===== src/rtl/sic4_fetch_unit.sv =====
// SIC-4 instruction-fetch stage: PC, one-byte fetch, valid/ready issue, halt on HALT_OP.
// Optional wait-for-ack timeout enabled with `define FETCH_TIMEOUT_EN.
module sic4_fetch_unit #(
  parameter int unsigned       ADDR_W   = 8,
  parameter int unsigned       DATA_W   = 8,
  parameter logic [ADDR_W-1:0] RESET_PC = '0,
  parameter logic [3:0]        HALT_OP  = 4'hF,
  parameter int unsigned       TIMEOUT  = 16
) (
  input  logic              clk,
  input  logic              rst_n,
  output logic              mem_req,
  output logic [ADDR_W-1:0] mem_addr,
  input  logic              mem_ack,
  input  logic [DATA_W-1:0] mem_rdata,
  output logic [DATA_W-1:0] instr,
  output logic              instr_valid,
  input  logic              instr_ready,
  input  logic              branch_en,
  input  logic [ADDR_W-1:0] branch_target,
  output logic              pc_sel,
  output logic [ADDR_W-1:0] pc_plus1,
  output logic [ADDR_W-1:0] branch_addr,
  input  logic [ADDR_W-1:0] next_pc,
  output logic              halted,
  output logic              fetch_err
);

  typedef enum logic [1:0] {IDLE, REQ, ISSUE, HALT} state_t;

  state_t            state, state_nxt;
  logic [ADDR_W-1:0] pc, pc_nxt;
  logic [DATA_W-1:0] instr_nxt;
  logic              is_halt_op;
  logic              timeout_hit;

  assign is_halt_op = (instr[DATA_W-1 -: 4] == HALT_OP);

  // State, PC and instruction register
  always_ff @(posedge clk or negedge rst_n) begin
    if (!rst_n) begin
      state <= IDLE;
      pc    <= RESET_PC;
      instr <= '0;
    end else begin
      state <= state_nxt;
      pc    <= pc_nxt;
      instr <= instr_nxt;
    end
  end

  // Next-state logic; halt takes priority over any branch request
  always_comb begin
    state_nxt = state;
    pc_nxt    = pc;
    instr_nxt = instr;
    case (state)
      IDLE:  state_nxt = REQ;
      REQ: begin
        if (mem_ack) begin
          instr_nxt = mem_rdata;
          state_nxt = ISSUE;
        end else if (timeout_hit) begin
          state_nxt = HALT;
        end
      end
      ISSUE: begin
        if (instr_ready) begin
          if (is_halt_op) begin
            state_nxt = HALT;
          end else begin
            pc_nxt    = next_pc;
            state_nxt = REQ;
          end
        end
      end
      HALT:    state_nxt = HALT;
      default: state_nxt = IDLE;
    endcase
  end

`ifdef FETCH_TIMEOUT_EN
  localparam int unsigned CNT_W = (TIMEOUT < 2) ? 1 : $clog2(TIMEOUT);

  logic [CNT_W-1:0] wait_cnt;

  assign timeout_hit = (state == REQ) && (wait_cnt == CNT_W'(TIMEOUT - 1));

  // Counts REQ cycles; restarts on every entry into REQ
  always_ff @(posedge clk or negedge rst_n) begin
    if (!rst_n) begin
      wait_cnt  <= '0;
      fetch_err <= 1'b0;
    end else begin
      wait_cnt <= (state == REQ) ? wait_cnt + CNT_W'(1) : '0;
      if (timeout_hit && !mem_ack) begin
        fetch_err <= 1'b1;
      end
    end
  end
`else
  assign timeout_hit = 1'b0;
  assign fetch_err   = 1'b0;
`endif

  // Outputs decoded from the state register; pc_sel follows branch_en only while issuing
  assign mem_req     = (state == REQ);
  assign instr_valid = (state == ISSUE);
  assign halted      = (state == HALT);
  assign pc_sel      = (state == ISSUE) && branch_en;
  assign mem_addr    = pc;
  assign pc_plus1    = pc + ADDR_W'(1);
  assign branch_addr = branch_target;

endmodule

===== config.mk =====
export PLATFORM = sky130hd
export DESIGN_NAME = sic4_fetch_unit
export DESIGN_NICKNAME = d
export VERILOG_FILES = /design/src/rtl/sic4_fetch_unit.sv
export SDC_FILE = /design/constraint.sdc
export NUM_CORES = 1
export LEC_CHECK = 0
export ABC_AREA = 1
export ABC_CLOCK_PERIOD_IN_PS = 3100
export CAP_MARGIN = 20
export CORE_UTILIZATION = 55
export DETAILED_ROUTE_END_ITERATION = 12
export DONT_BUFFER_PORTS = 1
export PLACE_DENSITY_LB_ADDON = 0.25
export SYNTH_ARGS = -nofsm -noshare
export SYNTH_HDL_FRONTEND = slang
export SYNTH_SLANG_ARGS = --single-unit

===== constraint.sdc =====
create_clock -name clk -period 3.1 [get_ports clk]
set_input_delay 0.31 -clock clk [delete_from_list [all_inputs] [get_ports clk]]
set_output_delay 0.31 -clock clk [all_outputs]
set_load 0.05 [all_outputs]

-- Word level (Yosys, flattened, before mapping)
Index checks and enable logic that the tools add are counted.
- register bits: 18
- bits of input ports: 29
- output and inout port bits: 37
- logic and storage cells: 20
- add/subtract/negate cells: 1
- equality and inequality tests: 6
- multiplexer cells: 4
- bitwise operators: 1
- reductions and logical operators: 5
- operators with widths (cell ; count):
    adder 8 x 1 -> 8 bit (second input constant) ; 1
    case mux 2 bit (4 select lines) ; 1
    two-way mux 2 bit ; 3
    equality test 2 bit (second input constant) ; 2
    equality test 4 bit (second input constant) ; 1
    inequality test 2 x 1 -> 1 bit (second input constant) ; 2
    AND reduction 2 bit ; 2
    AND reduction 3 bit ; 1
    equality test 2 x 1 -> 1 bit (second input constant) ; 1
    zero test 2 bit ; 1
    logical AND 1 bit ; 1
    NOT 1 bit ; 1

-- Depth between registers and ports, before layout
- word-level depth: 4
- gate-level depth with buffers: 6
- gate-level depth less buffers: 6

-- Least setup slack after synthesis
No wires, ideal clock.
- path kind: register to output
- start point: register pc[0], in the netlist mem_addr[0]
- end point: output port pc_plus1[4]
- arrival: 1.916 ns
- required time: 2.790 ns
- slack: 0.874 ns
- stages on the path, launching flop included: 5
- buffers on the path: 0
- path through: dfrtp_1 > ha_1 > inv_1 > nor2_1 > xor2_1
- longest elaborated chain between the ends: 1
- ends and longest elaborated chain (what ; RTL line ; RTL):
    start: declaration ; 32 ; logic [ADDR_W-1:0] pc, pc_nxt;
    start signal: assignment ; 47 ; pc <= pc_nxt;
    adder 8 x 1 -> 8 bit ; 112 ; assign pc_plus1 = pc + ADDR_W'(1);
    end: declaration ; 22 ; output logic [ADDR_W-1:0] pc_plus1,
No other way between the ends.

-- Worst setup path in the final report
- start point: register pc[0], in the netlist mem_addr[0]
- end point: output port pc_plus1[6]
The elaborated chain is that of the path after synthesis.

==> Implementation_results.wiki <==
{| class="wikitable"
! Metric !! Value
|-
| Horiz. Die Dim || 44.7 um
|-
| Hold Path Class || in -> reg
|-
| Worst-case headroom to the max-slew limit || 45.6%
|-
| CTS tree || built
|-
| Time the final worst path needs with I/O delays and setup || 2.34 ns
|-
| Core area || 1730 um^2
|-
| Setup repair after global routing missed its margin || no
|-
| RD Place Congestion || 0.679
|-
| Type of origin of the critical path || flip-flop
|-
| Initial Util || 58.1%
|-
| Fraction of layout cells with a size suffix above 1 || 13.1%
|-
| Endpoints failing hold || 0
|-
| Crit path arrival time || 2.03 ns
|-
| Transition time of the tightest slew-check pin || 0.813 ns
|-
| Worst r2r src || state[1]$_DFFE_PN0P_
|-
| Slew Viols, Final || 0
|-
| Root cell of the clock tree || sky130_fd_sc_hd__clkbuf_4
|-
| Data required time of the worst path || 2.79 ns
|-
| Number of nets in the layout || 154
|-
| Post-cts gate resize count || 0
|-
| DRC viols || 0
|-
| Sequential fraction of the synthesis area || 44.9%
|-
| Run status || completed
|-
| Setup TNS Final || 0 ns
|-
| Pin count of the biggest net entering global routing || 19
|-
| Number of DRC markers in iteration 0 || 12
|-
| Wirelength per Cell || 13.6 um
|-
| Syn. warnings || 0
|-
| Detailed placer's ending HPWL || 1.47 mm
|-
| Via count of the first global-routing pass || 711
|-
| Post-Place Worst Slack || 1.08 ns
|-
| Clock Latency Late Sink || 0.29 ns
|-
| Critical path launch point || mem_addr[0]$_DFFE_PN0P_
|-
| Grt ovf || 0
|-
| Number of antenna violations at the first check in global routing || 0
|-
| Achievable Freq || 427 MHz
|-
| FF+latch count, synth || 18
|-
| Global Route Usage Sum || 20.9%
|-
| Final standard cell count with taps included and fillers excluded || 147
|-
| Number of buffers between clock root and the deepest sink || 2
|-
| Ratio of final minimum period to clock period || 75.5%
|-
| Power density normalized to cell area || 1380 nW/um^2
|-
| Maximum VDD drop || 0.000638 V
|-
| Category of the worst setup path capture point || primary output
|-
| Number of buffers inserted by port buffering || 0
|-
| Critical setup path kind || reg -> out
|-
| Vias || 778
|-
| Global-route wire length before repair || 2.99 mm
|-
| Total setup violations reported at the end of the flow || 0
|-
| Clock-pin slew of the registers on the worst-case setup and hold paths || 0.09 ns
|-
| Die outline area || 2000 um^2
|-
| Number of clock sinks || 18
|-
| I/O pin total || 66
|-
| Number of antenna-violating nets in the routed design || 0
|-
| Standard-cell row count || 15
|-
| Cells traversed along the worst timing path || ha_1, inv_1, nor2_1, nand4_1, nand2_1
|-
| Mean instance size in the synthesized netlist || 8.03 um^2
|-
| Reg-to-reg slack, setup || 1.63 ns
|-
| Leakage || 0.555 nW
|-
| End point of the critical path || pc_plus1[6]
|-
| First-pass DRT Iterations || 4
|-
| Hold buffer count at cts || 1
|-
| Nets in the synthesized netlist || 155
|-
| Setup slack of the critical path after layout || 0.759 ns
|-
| Number of placed cells counting well taps || 143
|-
| CTS Buf Count || 3
|-
| R2R depth || 5
|-
| Post-CTS setup buffer count || 0
|-
| Max incr delay on CP || 0.70 ns
|-
| WL final || 2.00 mm
|-
| Crit path max-delay cell type || sky130_fd_sc_hd__dfrtp_1
|-
| Max H-tree Level || 1
|-
| Synth Instances || 125
|-
| Worst clock skew on the final layout || 0.00132 ns
|-
| Antenna Cells || 0
|-
| Max-capacitance violation count || 0
|-
| Worst reg2reg path endpoint || mem_addr[7]$_DFFE_PN0P_
|-
| Yosys cell types || 20
|-
| Max Fanout on Critical Path || 5
|-
| Synth Cell Area || 1000 um^2
|-
| P&R area growth vs syn || 1.87%
|-
| Die H || 44.7 um
|-
| Vias per std cell || 5.29
|}
[cell usage in the layout, fill, tap and decap left out, types with 2 or more instances in the layout]
| cell type | n |
|---|---|
| sky130_fd_sc_hd__inv_1 | 7 |
| sky130_fd_sc_hd__nand3_1 | 10 |
| sky130_fd_sc_hd__dfrtp_1 | 18 |
| sky130_fd_sc_hd__nor2_4 | 2 |
| sky130_fd_sc_hd__nor2_1 | 2 |
| sky130_fd_sc_hd__inv_2 | 4 |
| sky130_fd_sc_hd__nand2_4 | 2 |
| sky130_fd_sc_hd__clkinv_1 | 2 |
| sky130_fd_sc_hd__nand4_1 | 10 |
| sky130_fd_sc_hd__xor2_1 | 2 |
| sky130_fd_sc_hd__xnor2_1 | 2 |
| sky130_fd_sc_hd__buf_4 | 4 |
| sky130_fd_sc_hd__nand2_1 | 47 |
| sky130_fd_sc_hd__clkbuf_4 | 3 |
[where the power goes]
| group | switching (mW) | internal (mW) | total (mW) |
|---|---|---|---|
| Sequential | 0.496 | 0.330 | 0.826 |
| Clock | 0.0666 | 0.0452 | 0.112 |
| Combinational | 0.348 | 0.123 | 0.471 |
[how the worst min path moves through the flow]
| stage | from | endpoint | slack (ns) | depth (start not counted) |
|---|---|---|---|---|
| 6_report | instr_ready | state[0]$_DFFE_PN0P_ | 0.15 | 2 |
| 5_1_grt | mem_rdata[2] | instr[2]$_DFFE_PN0P_ | 0.14 | 2 |
| 4_1_cts | instr_ready | state[0]$_DFFE_PN0P_ | 0.14 | 2 |
| 3_5_place_dp | rst_n | mem_addr[5]$_DFFE_PN0P_ | 0.01 | 0 |
| 3_3_place_gp | rst_n | mem_addr[5]$_DFFE_PN0P_ | 0.01 | 0 |
| 2_1_floorplan | rst_n | instr[0]$_DFFE_PN0P_ | 0.01 | 0 |
[cells by family after synthesis]
group / count (synthesis) / share of synthesized area, %
XOR/XNOR: 4 / 3.49
adder cells (fa/ha/maj): 1 / 1.25
other: 1 / 0.374
flip-flops: 18 / 44.9
buffers and inverters: 24 / 12.3
AND/OR/NAND/NOR: 75 / 36.4
AO/OA/AOI/OAI: 2 / 1.25
[cells in the mapped netlist]
| master | count | area (um^2) |
|---|---|---|
| sky130_fd_sc_hd__dfrtp_1 | 18 | 450 |
| sky130_fd_sc_hd__xnor2_1 | 2 | 17.5 |
| sky130_fd_sc_hd__inv_2 | 4 | 15.0 |
| sky130_fd_sc_hd__clkbuf_1 | 2 | 7.51 |
| sky130_fd_sc_hd__ha_1 | 1 | 12.5 |
| sky130_fd_sc_hd__nor2_1 | 2 | 7.51 |
| sky130_fd_sc_hd__buf_4 | 9 | 67.6 |
| sky130_fd_sc_hd__nand3_4 | 1 | 17.5 |
| sky130_fd_sc_hd__nor2_4 | 2 | 22.5 |
| sky130_fd_sc_hd__nand3_1 | 10 | 50.1 |
| sky130_fd_sc_hd__inv_1 | 7 | 26.3 |
| sky130_fd_sc_hd__nand2_4 | 2 | 22.5 |
| sky130_fd_sc_hd__o21ai_0 | 1 | 5.00 |
| sky130_fd_sc_hd__conb_1 | 1 | 3.75 |
| sky130_fd_sc_hd__and3_1 | 1 | 6.26 |
| sky130_fd_sc_hd__clkinv_1 | 2 | 7.51 |
| sky130_fd_sc_hd__o31ai_1 | 1 | 7.51 |
| sky130_fd_sc_hd__nand2_1 | 47 | 176 |
| sky130_fd_sc_hd__nand4_1 | 10 | 62.6 |
| sky130_fd_sc_hd__xor2_1 | 2 | 17.5 |
[cell type report]
type,count,area [um^2]
repair buffers,5,40.0
multi-input cells,83,429
clock buffers,3,22.5
inverters,13,48.8
fillers,168,704
well taps,25,31.3
flip-flops and latches,18,450
[through the flow]
| stage | cell area [um^2] | power, mW | hold slack, ns | util [%] |
|---|---|---|---|---|
| floorplan | 1000 | 1.23 | 0.0144 | - |
| global placement | 990 | 1.29 | 0.0149 | 57.3 |
| detailed placement | 990 | 1.30 | 0.0150 | 57.3 |
| CTS | 1020 | 1.42 | 0.140 | 59.2 |
| global route | 1020 | 1.48 | 0.140 | 59.2 |
| finish | 1020 | 1.41 | 0.149 | 59.2 |
[sequential cells by signal, indices dropped and copies added, names as in the netlist]
register,flops
mem_addr,8
state,2
instr,8
[critical path, delay by kind of cell (launching register included)]
| family | cells | cell delay [ns] |
|---|---|---|
| adder cells (fa/ha/maj) | 1 | 0.28 |
| buffers and inverters | 1 | 0.05 |
| flip-flops | 1 | 0.70 |
| AND/OR/NAND/NOR | 3 | 0.71 |
[routing by layer]
| layer | GRT usage (%) | part of all wire, % |
|---|---|---|
| met1 | 25.4 | 42 |
| met4 | 14.5 | 1.7 |
| met2 | 33.8 | 49 |
| met3 | 3.60 | 6.9 |
| met5 | 0 | 0 |
Note: power is estimated with default switching activity, not from simulation.
